File: config.mk
export PLATFORM = sky130hd
export DESIGN_NAME = tx_channel_arbiter
export DESIGN_NICKNAME = d
export VERILOG_FILES = /design/src/rtl/tx_channel_arbiter.sv
export SDC_FILE = /design/constraint.sdc
export NUM_CORES = 1
export LEC_CHECK = 0
export ABC_AREA = 1
export BUFFER_PORTS_ARGS = -buffer_cell sky130_fd_sc_hd__buf_2
export CAP_MARGIN = 20
export CORE_MARGIN = 5
export CORE_UTILIZATION = 52
export DETAILED_ROUTE_END_ITERATION = 8
export PLACE_DENSITY = 0.76
export SYNTH_ARGS = -nofsm -noshare
export SYNTH_HDL_FRONTEND = slang
export SYNTH_SLANG_ARGS = --single-unit
File: constraint.sdc
create_clock -name clk -period 1.4 [get_ports clk]
set_input_delay 0.42 -clock clk [delete_from_list [all_inputs] [get_ports clk]]
set_output_delay 0.42 -clock clk [all_outputs]
set_load 0.01 [all_outputs]
File: src/rtl/tx_channel_arbiter.sv
// tx_channel_arbiter
// Shares the single transmit datapath between N_REQ requesters. It picks one
// requester, sends the one-cycle senal_tr start pulse, waits for tx_done, and
// then acks the owner. If tx_done does not arrive within TIMEOUT cycles it
// aborts with a timeout_err pulse. All outputs come straight from flops.
// Optional build macro TX_ARB_FIXED_PRIO_EN: when defined, the lowest index
// always wins and there is no round-robin pointer. When undefined (the
// default), arbitration is round-robin.
module tx_channel_arbiter #(
  parameter int N_REQ   = 4,
  parameter int TIMEOUT = 1023,
  parameter int TO_W    = 10,
  localparam int IDX_W  = $clog2(N_REQ)
) (
  input  logic             clk,
  input  logic             rst_n,
  input  logic [N_REQ-1:0] req,
  output logic [N_REQ-1:0] grant,
  output logic [IDX_W-1:0] owner,
  output logic             senal_tr,
  input  logic             tx_done,
  output logic [N_REQ-1:0] ack,
  output logic             timeout_err,
  output logic             busy
);

  localparam logic [2:0] ST_IDLE    = 3'd0;
  localparam logic [2:0] ST_GRANT   = 3'd1;
  localparam logic [2:0] ST_START   = 3'd2;
  localparam logic [2:0] ST_WAIT    = 3'd3;
  localparam logic [2:0] ST_RELEASE = 3'd4;

  localparam logic [N_REQ-1:0] ONE_HOT_0 = N_REQ'(1);
  localparam logic [TO_W-1:0]  TO_LAST   = TO_W'(TIMEOUT - 1);
  localparam logic [TO_W-1:0]  CNT_MAX   = {TO_W{1'b1}};
  localparam logic [IDX_W-1:0] IDX_LAST  = IDX_W'(N_REQ - 1);

  // Returns {found, index} of the first set request at or after 'start',
  // scanning upward and wrapping from N_REQ-1 back to 0.
  function automatic logic [IDX_W:0] pick_winner(input logic [N_REQ-1:0] r,
                                                 input logic [IDX_W-1:0] start);
    logic             found;
    logic [IDX_W-1:0] idx;
    logic [IDX_W-1:0] cand;
    found = 1'b0;
    idx   = '0;
    for (int i = 0; i < N_REQ; i++) begin
      cand = IDX_W'((int'(start) + i) % N_REQ);
      if (!found && r[cand]) begin
        found = 1'b1;
        idx   = cand;
      end
    end
    return {found, idx};
  endfunction

  logic [2:0]       state_r, state_s;
  logic [N_REQ-1:0] grant_r, grant_s;
  logic [IDX_W-1:0] owner_r, owner_s;
  logic             senal_tr_r, senal_tr_s;
  logic [N_REQ-1:0] ack_r, ack_s;
  logic             timeout_err_r, timeout_err_s;
  logic             busy_r, busy_s;
  logic [TO_W-1:0]  cnt_r, cnt_s;
  logic [IDX_W-1:0] arb_start_s;
  logic [IDX_W:0]   pick_s;

`ifdef TX_ARB_FIXED_PRIO_EN
  assign arb_start_s = '0;
`else
  logic [IDX_W-1:0] rr_ptr_r, rr_ptr_s;
  assign arb_start_s = rr_ptr_r;
`endif

  assign pick_s = pick_winner(req, arb_start_s);

  // Next-state and next-output logic for the arbitration FSM.
  always_comb begin
    state_s       = state_r;
    grant_s       = grant_r;
    owner_s       = owner_r;
    senal_tr_s    = 1'b0;
    ack_s         = '0;
    timeout_err_s = 1'b0;
    cnt_s         = cnt_r;
`ifndef TX_ARB_FIXED_PRIO_EN
    rr_ptr_s      = rr_ptr_r;
`endif
    case (state_r)
      ST_IDLE: begin
        if (pick_s[IDX_W]) begin
          grant_s = ONE_HOT_0 << pick_s[IDX_W-1:0];
          owner_s = pick_s[IDX_W-1:0];
          state_s = ST_GRANT;
        end else begin
          grant_s = '0;
        end
      end
      ST_GRANT: begin
        // The requester may withdraw before the transfer starts.
        if (!req[owner_r]) begin
          grant_s = '0;
          state_s = ST_IDLE;
        end else begin
          senal_tr_s = 1'b1;
          state_s    = ST_START;
        end
      end
      ST_START: begin
        cnt_s   = '0;
        state_s = ST_WAIT;
      end
      ST_WAIT: begin
        // Completion has priority over a timeout in the same cycle.
        if (tx_done) begin
          ack_s   = ONE_HOT_0 << owner_r;
          state_s = ST_RELEASE;
        end else if (cnt_r == TO_LAST) begin
          timeout_err_s = 1'b1;
          state_s       = ST_RELEASE;
        end else if (cnt_r != CNT_MAX) begin
          cnt_s = cnt_r + TO_W'(1);
        end else begin
          cnt_s = cnt_r;
        end
      end
      ST_RELEASE: begin
        grant_s = '0;
`ifndef TX_ARB_FIXED_PRIO_EN
        rr_ptr_s = (owner_r == IDX_LAST) ? '0 : owner_r + IDX_W'(1);
`endif
        state_s = ST_IDLE;
      end
      default: begin
        grant_s = '0;
        state_s = ST_IDLE;
      end
    endcase
    busy_s = (state_s != ST_IDLE);
  end

  // State and output registers; reset drops any grant immediately.
  always_ff @(posedge clk or negedge rst_n) begin
    if (!rst_n) begin
      state_r       <= ST_IDLE;
      grant_r       <= '0;
      owner_r       <= '0;
      senal_tr_r    <= 1'b0;
      ack_r         <= '0;
      timeout_err_r <= 1'b0;
      busy_r        <= 1'b0;
      cnt_r         <= '0;
    end else begin
      state_r       <= state_s;
      grant_r       <= grant_s;
      owner_r       <= owner_s;
      senal_tr_r    <= senal_tr_s;
      ack_r         <= ack_s;
      timeout_err_r <= timeout_err_s;
      busy_r        <= busy_s;
      cnt_r         <= cnt_s;
    end
  end

`ifndef TX_ARB_FIXED_PRIO_EN
  // Round-robin pointer, advanced past the owner when a transfer ends.
  always_ff @(posedge clk or negedge rst_n) begin
    if (!rst_n) begin
      rr_ptr_r <= '0;
    end else begin
      rr_ptr_r <= rr_ptr_s;
    end
  end
`endif

  assign grant       = grant_r;
  assign owner       = owner_r;
  assign senal_tr    = senal_tr_r;
  assign ack         = ack_r;
  assign timeout_err = timeout_err_r;
  assign busy        = busy_r;

endmodule

==> results.md, run 1 <==
Run status:
- The flow ran to the end, but the final reports show violations.
- The checks that failed: negative setup slack.

Synth:
- After synthesis, the netlist uses 27 different library cells.
- Of the synthesized area, sequential elements account for 0.405.
- The share of synthesized area in the top cell type comes to 0.405.
- sky130_fd_sc_hd__nand2_1 is the most common cell in the netlist.
- The number of nets in the synthesized netlist is 239.
- The count of flip-flops with a built-in enable after synthesis is 0.
- The number of cells produced by synthesis is 226.
- The cell taking the most area after synthesis is sky130_fd_sc_hd__dfrtp_1.
- The most used flip-flop cell after synthesis is sky130_fd_sc_hd__dfrtp_1.
- For this run, asynchronously set or reset flops after synthesis account for 1.00.
- Sorting the synthesized cells by how often they occur yields sky130_fd_sc_hd__nand2_1, sky130_fd_sc_hd__dfrtp_1, sky130_fd_sc_hd__inv_1.
- By area the synthesized netlist is led by sky130_fd_sc_hd__dfrtp_1, sky130_fd_sc_hd__nand2_1, sky130_fd_sc_hd__ha_1.
- During synthesis, Yosys emitted a total of 0 warnings.
- The flip-flop and latch count after synthesis is 28.
- In this run the cell area of the synthesized design comes to 1730 um2.
- The mean instance size in the synthesized netlist is 7.66 um2.

Drt:
- Wires add up to 4190 um.
- In this run, the number of DRC markers left after iteration 0 of detailed routing was 94.
- The routed layout has 1,656 vias.
- For this block, wires on met1 add up to 1780 um.
- The sum of met2 wire segment lengths after detailed routing is 2290 um.
- After detailed routing, the number of remaining DRC violations is 0.
- In this run the remaining antenna-violating nets after routing total 0.
- Before antenna repair, the detailed router went through 6 iterations.
- After detailed routing, the met3 layer carries 90 um of wire.
- In the final routed layout, each cell accounts on average for 12.5 um.
- In this run the top signal layer used is met4.
- Dividing the detail-routed via count by the number of cells gives 4.94.

Worst setup path:
- The critical setup path kind is reg2reg.
- The stage delay of the slowest cell on the critical path is 0.47 ns.
- The startpoint kind of the worst setup timing path is a flip-flop.
- In this run the critical register-to-register path is captured at state_r[0].
- The critical path contains buffers and inverters numbering 3 combined.
- The arrival time of data at the critical path endpoint is 1.85 ns.
- Broken down by cell family, the worst path's largest delay share belongs to simple AND/OR/NAND/NOR gates.
- The data required time at the worst endpoint is 1.63 ns.
- The critical-path maximum fanout is 5.
- The number of cells on the worst reg-to-reg path is 9.
- The launching point of the worst reg2reg path is arb_start_s[1].
- The library cell contributing the largest single delay on the critical path is sky130_fd_sc_hd__dfrtp_2.
- The slack of the worst reg-to-reg path is -0.22 ns.
- The worst setup path is captured at a flip-flop.
- The most critical setup path has its startpoint at arb_start_s[1].
- Traced cell by cell, the critical path runs through inv_2 > nand2_2 > nand2_4 > buf_6 > o21ai_2 > nand3b_1 > nand2_2 > inv_2 > or2_1.

Floorplanning:
- The total number of placement rows is 21.
- In this run the horizontal extent of the chip is 67.7 um.
- The initial cell density of the core is 0.527.
- The core outline area is 3280 um2.
- The floorplan step defined a die boundary enclosing 4580 um2.
- The number of top-level pins is 20.
- The die height is 67.7 um.

CTS:
- Clock tree synthesis inserted a total of 3 buffers.
- In this run the clock root is driven by a sky130_fd_sc_hd__clkbuf_4.
- The clock-pin slew on the worst setup and hold paths is 0.14 ns.
- The clock passes through at most 2 buffers.
- The number of hold buffers added after cts is 0.
- The clock net sink count is 28.
- CTS built an H-tree with a depth of 1.
- The clock latency on the worst-skew pair is 0.33 ns.
- TritonCTS built the clock tree.

Global route:
- The initial antenna violation count is 0.
- The largest net degree at the start of global routing is 29.
- Summed over all layers, the global routing overflow is 0.
- The first global-routing pass estimated 6730 um of wire.
- The overall global routing resource usage is 0.196.
- The via count of the first global-routing pass is 1,603.

Cells and area:
- The final-stage net count is 303.
- 0 antenna diodes ended up in the layout.
- The area of combinational cells with multiple inputs is 1040 um2.
- Leaving out filler cells and counting taps, the final layout contains 335.
- After filler insertion, the fill cell instance count of the layout stands at 254.
- Of the cells placed in the final design, the portion with a size suffix greater than 1 is 0.446.
- The synthesis-to-layout area growth is 39.2%.
- The sequential standard cell area is 703 um2.

Placement:
- The number of buffers added on ports is 19.
- The cell total after placement is 320.
- The post-detailed-placement half-perimeter wirelength is 2880 um.
- Routability-driven placement finished with a final weighted congestion of 0.896.

STA:
- Counting I/O delays and the setup requirement, the final critical path takes 1.62 ns.
- The final setup violation count is 18.
- The share of the cycle needed by the critical path after routing is 1.15.
- Setup repair after global routing could not meet its margin everywhere.
- The final-report max-slew violation count is 0.
- The minimum setup slack in the final design is -0.216 ns.
- The hold violation total from the final report is 0.
- The final worst clock skew is 0.00587 ns.
- The worst pin sits at a relative slew slack of 0.770.
- The measured slew at the worst slew-check pin is 0.343 ns.
- The final-layout setup total negative slack is -1.69 ns.
- For this run, the top clock speed supported by timing is 0.619 GHz.

Worst hold path:
- The tightest min-delay check is of the in2async type.

Pwr:
- The peak supply drop is 0.000752 V.
- The total power per unit cell area is 1810 nW/um2.
- In this run the static leakage power is 1.30 nW.

Run:
- The number of maximum-capacitance violations is 0.
[where the power goes]
| part | switching [W] | internal (W) | total [W] |
|---|---|---|---|
| Clock | 0.000232 | 0.000159 | 0.000392 |
| Combinational | 0.00158 | 0.00119 | 0.00277 |
| Sequential | 0.000177 | 0.00101 | 0.00118 |
[flip-flops by register name, summed over array words and instances (netlist names)]
name,cells
ack,4
arb_start_s,2
busy,1
cnt_r,10
grant,4
owner,2
senal_tr,1
state_r,3
timeout_err,1
[cell families (layout without fill, tap and decap cells)]
logic type,count (synthesis),after routing,synth area share
AND/OR/NAND/NOR,134,134,0.371
AO/OA/AOI/OAI,18,18,0.0614
XOR/XNOR,8,8,0.0405
buffers and inverters,32,95,0.0788
adder cells (fa/ha/maj),6,6,0.0434
flip-flops,28,28,0.405
[repair_timing]
| item | CTS | global route |
|---|---|---|
| resized for setup | 18 | 35 |
| setup endpoints to repair | 20 | 22 |
| pin swaps | 11 | 12 |
| buffers inserted | 6 | 5 |
[cell usage in the layout (no fill, tap or decap), types with 2 or more instances in the layout]
cell / n
sky130_fd_sc_hd__dfrtp_2: 2
sky130_fd_sc_hd__o21ai_0: 3
sky130_fd_sc_hd__buf_4: 36
sky130_fd_sc_hd__buf_6: 7
sky130_fd_sc_hd__nand2_2: 19
sky130_fd_sc_hd__inv_4: 2
sky130_fd_sc_hd__nand2_4: 9
sky130_fd_sc_hd__o21ai_2: 5
sky130_fd_sc_hd__dfrtp_1: 26
sky130_fd_sc_hd__buf_2: 18
sky130_fd_sc_hd__nor3_1: 4
sky130_fd_sc_hd__nor2_1: 16
sky130_fd_sc_hd__nor2_4: 4
sky130_fd_sc_hd__inv_1: 19
sky130_fd_sc_hd__ha_1: 4
sky130_fd_sc_hd__o21ai_1: 4
sky130_fd_sc_hd__nand3_1: 10
sky130_fd_sc_hd__a21oi_1: 4
sky130_fd_sc_hd__clkbuf_4: 3
sky130_fd_sc_hd__xor2_1: 8
sky130_fd_sc_hd__nand4_1: 5
sky130_fd_sc_hd__nand3_2: 6
sky130_fd_sc_hd__nor2_2: 2
sky130_fd_sc_hd__nand2_1: 53
sky130_fd_sc_hd__nand3b_1: 2
sky130_fd_sc_hd__inv_2: 7
[worst register-to-register path: stages, from the launching register on]
cell and delay [ns]:
sky130_fd_sc_hd__dfrtp_2 0.47, sky130_fd_sc_hd__inv_2 0.14, sky130_fd_sc_hd__nand2_2 0.08, sky130_fd_sc_hd__nand2_4 0.10, sky130_fd_sc_hd__buf_6 0.10, sky130_fd_sc_hd__o21ai_2 0.06, sky130_fd_sc_hd__nand3b_1 0.18, sky130_fd_sc_hd__nand2_2 0.12
sky130_fd_sc_hd__inv_2 0.06, sky130_fd_sc_hd__or2_1 0.21
[how the worst max path moves through the flow]
stage / endpoint / slack (ns) / cells past startpoint
finish: state_r[0] / -0.22 / 9
CTS: state_r[0] / -0.14 / 9
global placement: state_r[0] / -0.12 / 10
floorplan: state_r[0] / -0.03 / 10
detailed placement: state_r[0] / -0.16 / 10
global route: state_r[0] / -0.28 / 9
[layer usage]
layer	vias to the layer above	track usage
li1	841	-
met1	795	0.224
met2	16	0.373
met3	4	0.0266
met4	0	0.0557
met5	-	0
[final cells by class]
cell class,instances,area share
clock buffers,4,0.0151
inverters,29,0.0478
repair buffers,62,0.188
well taps,46,0.0239
multi-input cells,166,0.433
flip-flops and latches,28,0.292
[metrics by stage]
stage | area (um2) | setup WS, ns | total power (W) | utilization | hold slack, ns
4_1_cts | 2240 | -0.136 | 0.00402 | 0.683 | 0.0588
5_1_grt | 2410 | -0.282 | 0.00470 | 0.734 | 0.0722
6_report | 2410 | -0.216 | 0.00435 | 0.734 | 0.0568
2_1_floorplan | 1730 | -0.0262 | 0.00263 | - | 0.124
3_5_place_dp | 2100 | -0.159 | 0.00341 | 0.639 | 0.442
3_3_place_gp | 2100 | -0.115 | 0.00337 | 0.639 | 0.437
Note: power is estimated with default switching activity, not from simulation.
==> run 2, diff against run 1 <==
- CORE_UTILIZATION: 52 -> 58
- PLACE_DENSITY: 0.76 -> 0.8
- clock period: 1.4 -> 1.67 ns (I/O delays scaled with it)
==> run 2 against run 1 <==
  * Count of clock-buffer cells in the layout decreased by 1
  * The flow now finishes without violations
  * Fmax increased by 0.12%
  * Cell count decreased by 13%
  * Sequential power decreased by 14%
  * Global-route usage decreased by 0.58 points
  * Via count decreased by 10%
  * Die area decreased by 8.8%
  * Combinational power decreased by 39%
  * Critical path type unchanged
  * Design area decreased by 16%
==> results.md, run 2 (synthesized netlist as in run 1, its figures left out) <==
Cells and area:
- The area of combinational cells with multiple inputs came to 906 um2 (-13%).
- The filler cell count came to 235 (-7.5%).
- The library cell used most frequently in the layout, excluding fill and tap cells, is sky130_fd_sc_hd__nand2_1.
- Counting flops per register, the top entry is cnt_r.
- The count of antenna diodes in the layout came to 0 (unchanged).
- In the layout the commonest cells are sky130_fd_sc_hd__nand2_1, sky130_fd_sc_hd__dfrtp_1, sky130_fd_sc_hd__inv_1, sky130_fd_sc_hd__buf_2, sky130_fd_sc_hd__nor2_1.
- The design area is 2020 um2 (-16%).
- The number of flip-flops under the largest register name is 10 (unchanged).
- The fraction of final layout cells sized beyond drive strength 1 is 0.300 (-0.146).
- The final-stage net count is 274 (-9.6%).
- The synthesis-to-layout area growth is 16.6%.
- The sequential standard cell area came to 706 um2 (+0.36%).

CTS:
- The maximum root-to-sink buffer count was 2 (unchanged).
- The clock net sink count is 28 (unchanged).
- The number of levels in the clock H-tree is 1 (unchanged).
- The buffer type at the clock tree root is sky130_fd_sc_hd__clkbuf_4.
- The clock latency on the worst-skew pair is 0.33 ns (about the same).
- The clock-pin slew on the worst setup and hold paths is 0.15 ns (about the same).
- The CTS tree is done.
- The number of hold buffers added after cts is 0 (unchanged).
- The TritonCTS buffer count is 3 (unchanged).

STA:
- The final-report max-slew violation count is 0 (unchanged).
- The final worst clock skew is 0.0106 ns (+0.00473 ns).
- The final setup violation count was 0 (-18).
- The shortest period the worst path allows is 1.61 ns (-0.00195 ns).
- The worst hold slack was 0.153 ns (+0.0959 ns).
- Setup repair after global routing could not meet its margin everywhere.
- The measured slew at the worst slew-check pin is 0.607 ns (+0.264 ns).
- The maximum clock frequency came to 0.620 GHz (+0.12%).
- The share of the cycle needed by the critical path after routing is 0.967 (-0.188).
- The max-slew headroom at the worst pin is 0.596 (-0.174).
- The final-layout setup total negative slack came to 0 ns (+1.69 ns).
- The hold violation total from the final report was 0 (unchanged).

Placement:
- The number of buffers added on ports is 19 (unchanged).
- The area after detailed placement is 1900 um2 (-9.5%).
- The post-detailed-placement half-perimeter wirelength is 2690 um (-6.5%).
- The global placement routability congestion is 0.921 (+2.8%).

Floorplanning:
- The core outline area is 2810 um2 (-15%).
- The die height is 64.6 um (-4.5%).
- The total number of placement rows is 19 (-9.5%).
- The initial cell density of the core is 0.617 (+0.0901).
- The number of top-level pins came to 20 (unchanged).
- The x dimension of the die is 64.6 um (-4.5%).
- The total die area is 4180 um2 (-8.8%).

Drt:
- The average detailed-routed wire length per instance was 12.3 um (-1.8%).
- The total wire length after detailed routing is 3570 um (-15%).
- The first-pass iteration count of the detailed router is 4 (-2).
- The total vias in the final route is 1,486 (-10%).
- The per-cell via count in the routed design is 5.11 (+3.3%).
- The number of remaining DRC errors is 0 (unchanged).
- The remaining antenna violation count is 0 (unchanged).
- The number of DRC markers in iteration 0 came to 83 (-12%).

Worst setup path:
- The critical setup path kind is reg2reg.
- The worst setup path is launched from a flip-flop.
- The stage delay of the slowest cell on the critical path is 0.46 ns (about the same).
- The endpoint identified for the worst register-to-register timing path is cnt_r[3].
- The number of cells on the worst reg-to-reg path was 8 (-1).
- The endpoint class of the critical path is a flip-flop.
- The path length in cells of the critical path is 8 (-1).
- Walking the worst path, the cells encountered are nand2_2 > nor3_4 > nand3_2 > o21ai_2 > nor2_2 > buf_4 > nand2_1 > o21ai_2.
- The critical-path maximum fanout is 6 (+1).
- The critical path startpoint is cnt_r[4].
- The most common cell type on the critical path is sky130_fd_sc_hd__o21ai_2.
- The cell class contributing the biggest share of worst-path delay is simple AND/OR/NAND/NOR gates.
- The worst path buffer plus inverter count was 1 (-2).
- The slack of the worst reg-to-reg path is 0.06 ns (+0.27 ns).
- In this run the critical register-to-register path is launched from cnt_r[4].
- On the critical path, the stage with the largest delay is an instance of sky130_fd_sc_hd__dfrtp_1.
- The data required time at the worst endpoint came to 1.91 ns (+0.28 ns).
- The arrival time of data at the critical path endpoint is 1.86 ns (about the same).

Worst hold path:
- The class of the tightest hold or removal check is in2async.

Global route:
- The via count of the first global-routing pass is 1,472 (-8.2%).
- The overall global routing resource usage is 0.190 (-0.00578).
- The total global routing overflow was 0 (unchanged).
- The initial antenna violation count is 0 (unchanged).
- The largest net degree at the start of global routing was 29 (unchanged).
- The global-route wire length before repair is 6340 um (-5.8%).

Run:
- The number of maximum-capacitance violations is 0 (unchanged).

Run status:
- The run finished with clean final reports.

Pwr:
- The leakage power total is 1.09 nW (-16%).
- The total power per unit cell area is 1550 nW/um2 (-14%).
- The peak supply drop is 0.000970 V (+29%).
-- run 2: cell count changes in the layout (fill, tap and decap cells not counted), moves of 3 or more --
cell and change:
sky130_fd_sc_hd__buf_4 -23, sky130_fd_sc_hd__buf_6 -6, sky130_fd_sc_hd__nand2_1 +14, sky130_fd_sc_hd__nand2_2 -8, sky130_fd_sc_hd__nand2_4 -6, sky130_fd_sc_hd__nand3_1 +4, sky130_fd_sc_hd__nand3_2 -3
-- run 2: what timing repair did --
action	4_1_cts	5_1_grt
endpoints found under the setup margin	0	15
endpoints found under the hold margin	0	0
buffers inserted	0	6
resized for setup	0	9
-- run 2: area by class of cell --
class,instances,area share
Inverter,29,0.0558
Multi-Input combinational cell,166,0.449
Clock inverter,1,0.0149
Clock buffer,3,0.0112
Tap cell,31,0.0192
Timing Repair Buffer,33,0.101
Sequential cell,28,0.349
-- run 2: per-stage QoR --
step                power [W]  setup slack (ns)  instances   util
floorplan             0.00220             0.203        226      -
global placement      0.00264            0.0613        281  0.677
detailed placement    0.00267            0.0243        281  0.677
CTS                   0.00313            0.0649        285  0.696
global route          0.00340           -0.0341        291  0.720
finish                0.00312            0.0559        291  0.720
-- run 2: worst max-delay path by stage --
stage,to
6_report,cnt_r[3]
4_1_cts,cnt_r[3]
3_3_place_gp,state_r[0]
2_1_floorplan,state_r[0]
5_1_grt,cnt_r[4]
3_5_place_dp,state_r[0]
-- run 2: layer usage --
metal / global-route usage / vias to the layer above / wire (um)
li1: - / 775 / -
met1: 0.245 / 677 / 1690
met2: 0.322 / 26 / 1700
met3: 0.0276 / 8 / 121
met4: 0.0765 / 0 / 63
met5: 0 / - / 0
-- run 2: power breakdown --
part	total [W]	switching (W)	internal [W]
clock	0.000436	0.000194	0.000243
combinational	0.00168	0.00105	0.000621
sequential	0.00101	0.000162	0.000847
==> run 3, diff against run 2 <==
- CORE_MARGIN: 5 -> 2
- REMOVE_ABC_BUFFERS: unset -> 1
==> run 3 against run 2 <==
  * The run now ends with design-rule violations left
  * Hold slack improved by 0.016 ns
  * Largest cell class unchanged
  * Clock skew shrank 0.0024 ns
  * Largest power group unchanged
  * Cell count is 1.0% lower
  * Sequential power about the same
  * Clock power fell by 41%
  * Count of clock-buffer cells in the layout unchanged
  * Via count decreased by 2.3%
  * Register-to-register slack hardly changed
==> results.md, run 3 (synthesized netlist as in run 1, its figures left out) <==
STA:
- Setup repair after global routing could not meet its margin everywhere.
- The share of the cycle needed by the critical path after routing was 0.961 (-0.00545).
- The final worst clock skew is 0.00820 ns (-0.00239 ns).
- The worst hold slack is 0.169 ns (+0.0164 ns).
- The max-slew headroom at the worst pin was 0.603 (+0.00775).
- The shortest period the worst path allows is 1.60 ns (-0.00910 ns).
- The maximum clock frequency is 0.623 GHz (+0.57%).
- The final-report max-slew violation count is 0 (unchanged).
- The final-layout setup total negative slack is 0 ns (unchanged).
- The measured slew at the worst slew-check pin is 0.595 ns (-0.0116 ns).
- The hold violation total from the final report is 0 (unchanged).
- The minimum setup slack in the final design was 0.0650 ns (+0.00910 ns).
- The final setup violation count is 0 (unchanged).

CTS:
- The clock net sink count is 28 (unchanged).
- The clock-pin slew on the worst setup and hold paths was 0.13 ns (-0.02 ns).
- The clock latency on the worst-skew pair is 0.32 ns (about the same).
- The tree is rooted in a sky130_fd_sc_hd__clkbuf_4.
- The CTS tree is done.
- The maximum root-to-sink buffer count was 2 (unchanged).
- The TritonCTS buffer count is 3 (unchanged).
- The number of levels in the clock H-tree was 1 (unchanged).

Drt:
- The total vias in the final route is 1,452 (-2.3%).
- The per-cell via count in the routed design came to 5.04 (-1.3%).
- The total wire length after detailed routing is 3410 um (-4.5%).
- The average detailed-routed wire length per instance is 11.9 um (-3.5%).
- The number of remaining DRC errors was 1 (+1).
- The first-pass iteration count of the detailed router is 6 (+2).
- The number of DRC markers in iteration 0 was 35 (-58%).
- The remaining antenna violation count is 0 (unchanged).

Global route:
- The initial antenna violation count is 0 (unchanged).
- The met2 usage in global routing is 0.376 (+0.0534).
- The total global routing overflow is 0 (unchanged).
- The via count of the first global-routing pass came to 1,421 (-3.5%).
- The global-route wire length before repair is 6070 um (-4.2%).
- The routing usage on met3 is 0.0352 (+0.00753).
- The overall global routing resource usage is 0.227 (+0.0373).
- The layer carrying the most global-route usage is met2.
- The largest net degree at the start of global routing is 29 (unchanged).
- The fraction of met1 tracks used by global routing came to 0.320 (+0.0753).

Floorplanning:
- The die height is 58.6 um (-9.3%).
- The total die area is 3440 um2 (-18%).
- The total number of placement rows is 19 (unchanged).
- The core outline area is 2810 um2 (unchanged).
- The number of top-level pins is 20 (unchanged).
- The x dimension of the die is 58.6 um (-9.3%).
- The initial cell density of the core is 0.617 (unchanged).

Pwr:
- The leakage power total is 1.05 nW (-3.5%).
- The total power per unit cell area is 1510 nW/um2 (-2.6%).
- The peak supply drop is 0.00101 V (+3.7%).

Worst setup path:
- The endpoint class of the critical path is a flip-flop.
- The critical path in this run is classified as reg2reg.
- The startpoint kind of the worst setup timing path is a flip-flop.
- The critical-path maximum fanout is 5 (-1).
- The data required time at the worst endpoint is 1.88 ns (-0.03 ns).
- The arrival time of data at the critical path endpoint is 1.81 ns (-0.05 ns).

Placement:
- The number of buffers added on ports is 19 (unchanged).
- The post-detailed-placement half-perimeter wirelength is 2710 um (+0.87%).
- The global placement routability congestion is 0.878 (-4.6%).
- The cell total after placement is 284 (+1.1%).
- The pre-CTS setup slack was -0.0135 ns (-0.0377 ns).

Worst hold path:
- The tightest min-delay check is of the in2async type.

Run status:
- The checks that failed: design-rule violations.
- The run finished, with violations left.

Cells and area:
- The number of flip-flops under the largest register name is 10 (unchanged).
- The library cells used most frequently in the layout, excluding fill and tap cells, are sky130_fd_sc_hd__nand2_1, sky130_fd_sc_hd__dfrtp_1, sky130_fd_sc_hd__inv_1, sky130_fd_sc_hd__buf_2, sky130_fd_sc_hd__nor2_1.
- The most common library cell in the layout ignoring fill and taps is sky130_fd_sc_hd__nand2_1.
- The non-filler instance count after layout came to 288 (-1.0%).
- The final-stage net count is 272 (-0.73%).
- The synthesis-to-layout area growth is 13.9%.
- The fraction of final layout cells sized beyond drive strength 1 came to 0.280 (-0.0198).
- More flip-flops sit in one register than any other, and that register is cnt_r.
- The count of antenna diodes in the layout is 0 (unchanged).

Run:
- The number of maximum-capacitance violations is 0 (unchanged).
## run 3: power breakdown
group | leakage, nW | switching [W] | total (W) | internal (W)
clock | 0.0138 | 0.000174 | 0.000258 | 0.0000844
sequential | 0.373 | 0.000151 | 0.000996 | 0.000845
combinational | 0.665 | 0.00109 | 0.00171 | 0.000623
## run 3: layout make-up
class / count / area [um2]
tap: 31 / 38.8
sequential: 28 / 703
multi-input combinational: 166 / 902
inverter: 29 / 113
fill: 229 / 833
clock buffer: 3 / 22.5
timing repair buffer: 31 / 193
## run 3: per-stage QoR
stage / power [W] / instance area (um2) / util
floorplan: 0.00214 / 1710 / -
global placement: 0.00261 / 1920 / 0.685
detailed placement: 0.00266 / 1920 / 0.685
CTS: 0.00293 / 1940 / 0.693
global route: 0.00324 / 1970 / 0.703
finish: 0.00297 / 1970 / 0.703
## run 3: worst paths after layout
| kind | start | cells past startpoint | slack [ns] | end |
|---|---|---|---|---|
| min in group clk | tx_done | 2 | 0.42 | timeout_err |
| hold reg to reg | grant[3] | 2 | 0.49 | grant[3] |
| hold / removal | rst_n | 1 | 0.17 | state_r[2] |
| setup reg to reg | arb_start_s[0] | 9 | 0.07 | state_r[0] |
| max in group asynchronous | rst_n | 1 | 1.08 | arb_start_s[0] |
| setup / recovery | arb_start_s[0] | 9 | 0.07 | state_r[0] |
## run 3: metal layers
layer	vias to the layer above	wire, um
li1	775	-
met3	2	94
met1	654	1790
met2	21	1520
met4	0	17
met5	-	0
## run 3: what timing repair did
action,CTS,global route
endpoints found under the setup margin,0,13
resized for setup,0,7
hold buffers,0,0
setup buffers,0,1
## run 3: worst max-delay path: stages, from the launching register on
cell                       delay (ns)
sky130_fd_sc_hd__dfrtp_2         0.47
sky130_fd_sc_hd__buf_6           0.14
sky130_fd_sc_hd__nand2_1         0.06
sky130_fd_sc_hd__nand2_2         0.08
sky130_fd_sc_hd__nand2_2         0.09
sky130_fd_sc_hd__o21ai_1         0.09
sky130_fd_sc_hd__nand3b_1        0.18
sky130_fd_sc_hd__nand2_2         0.12
sky130_fd_sc_hd__inv_2           0.06
sky130_fd_sc_hd__or2_1           0.20
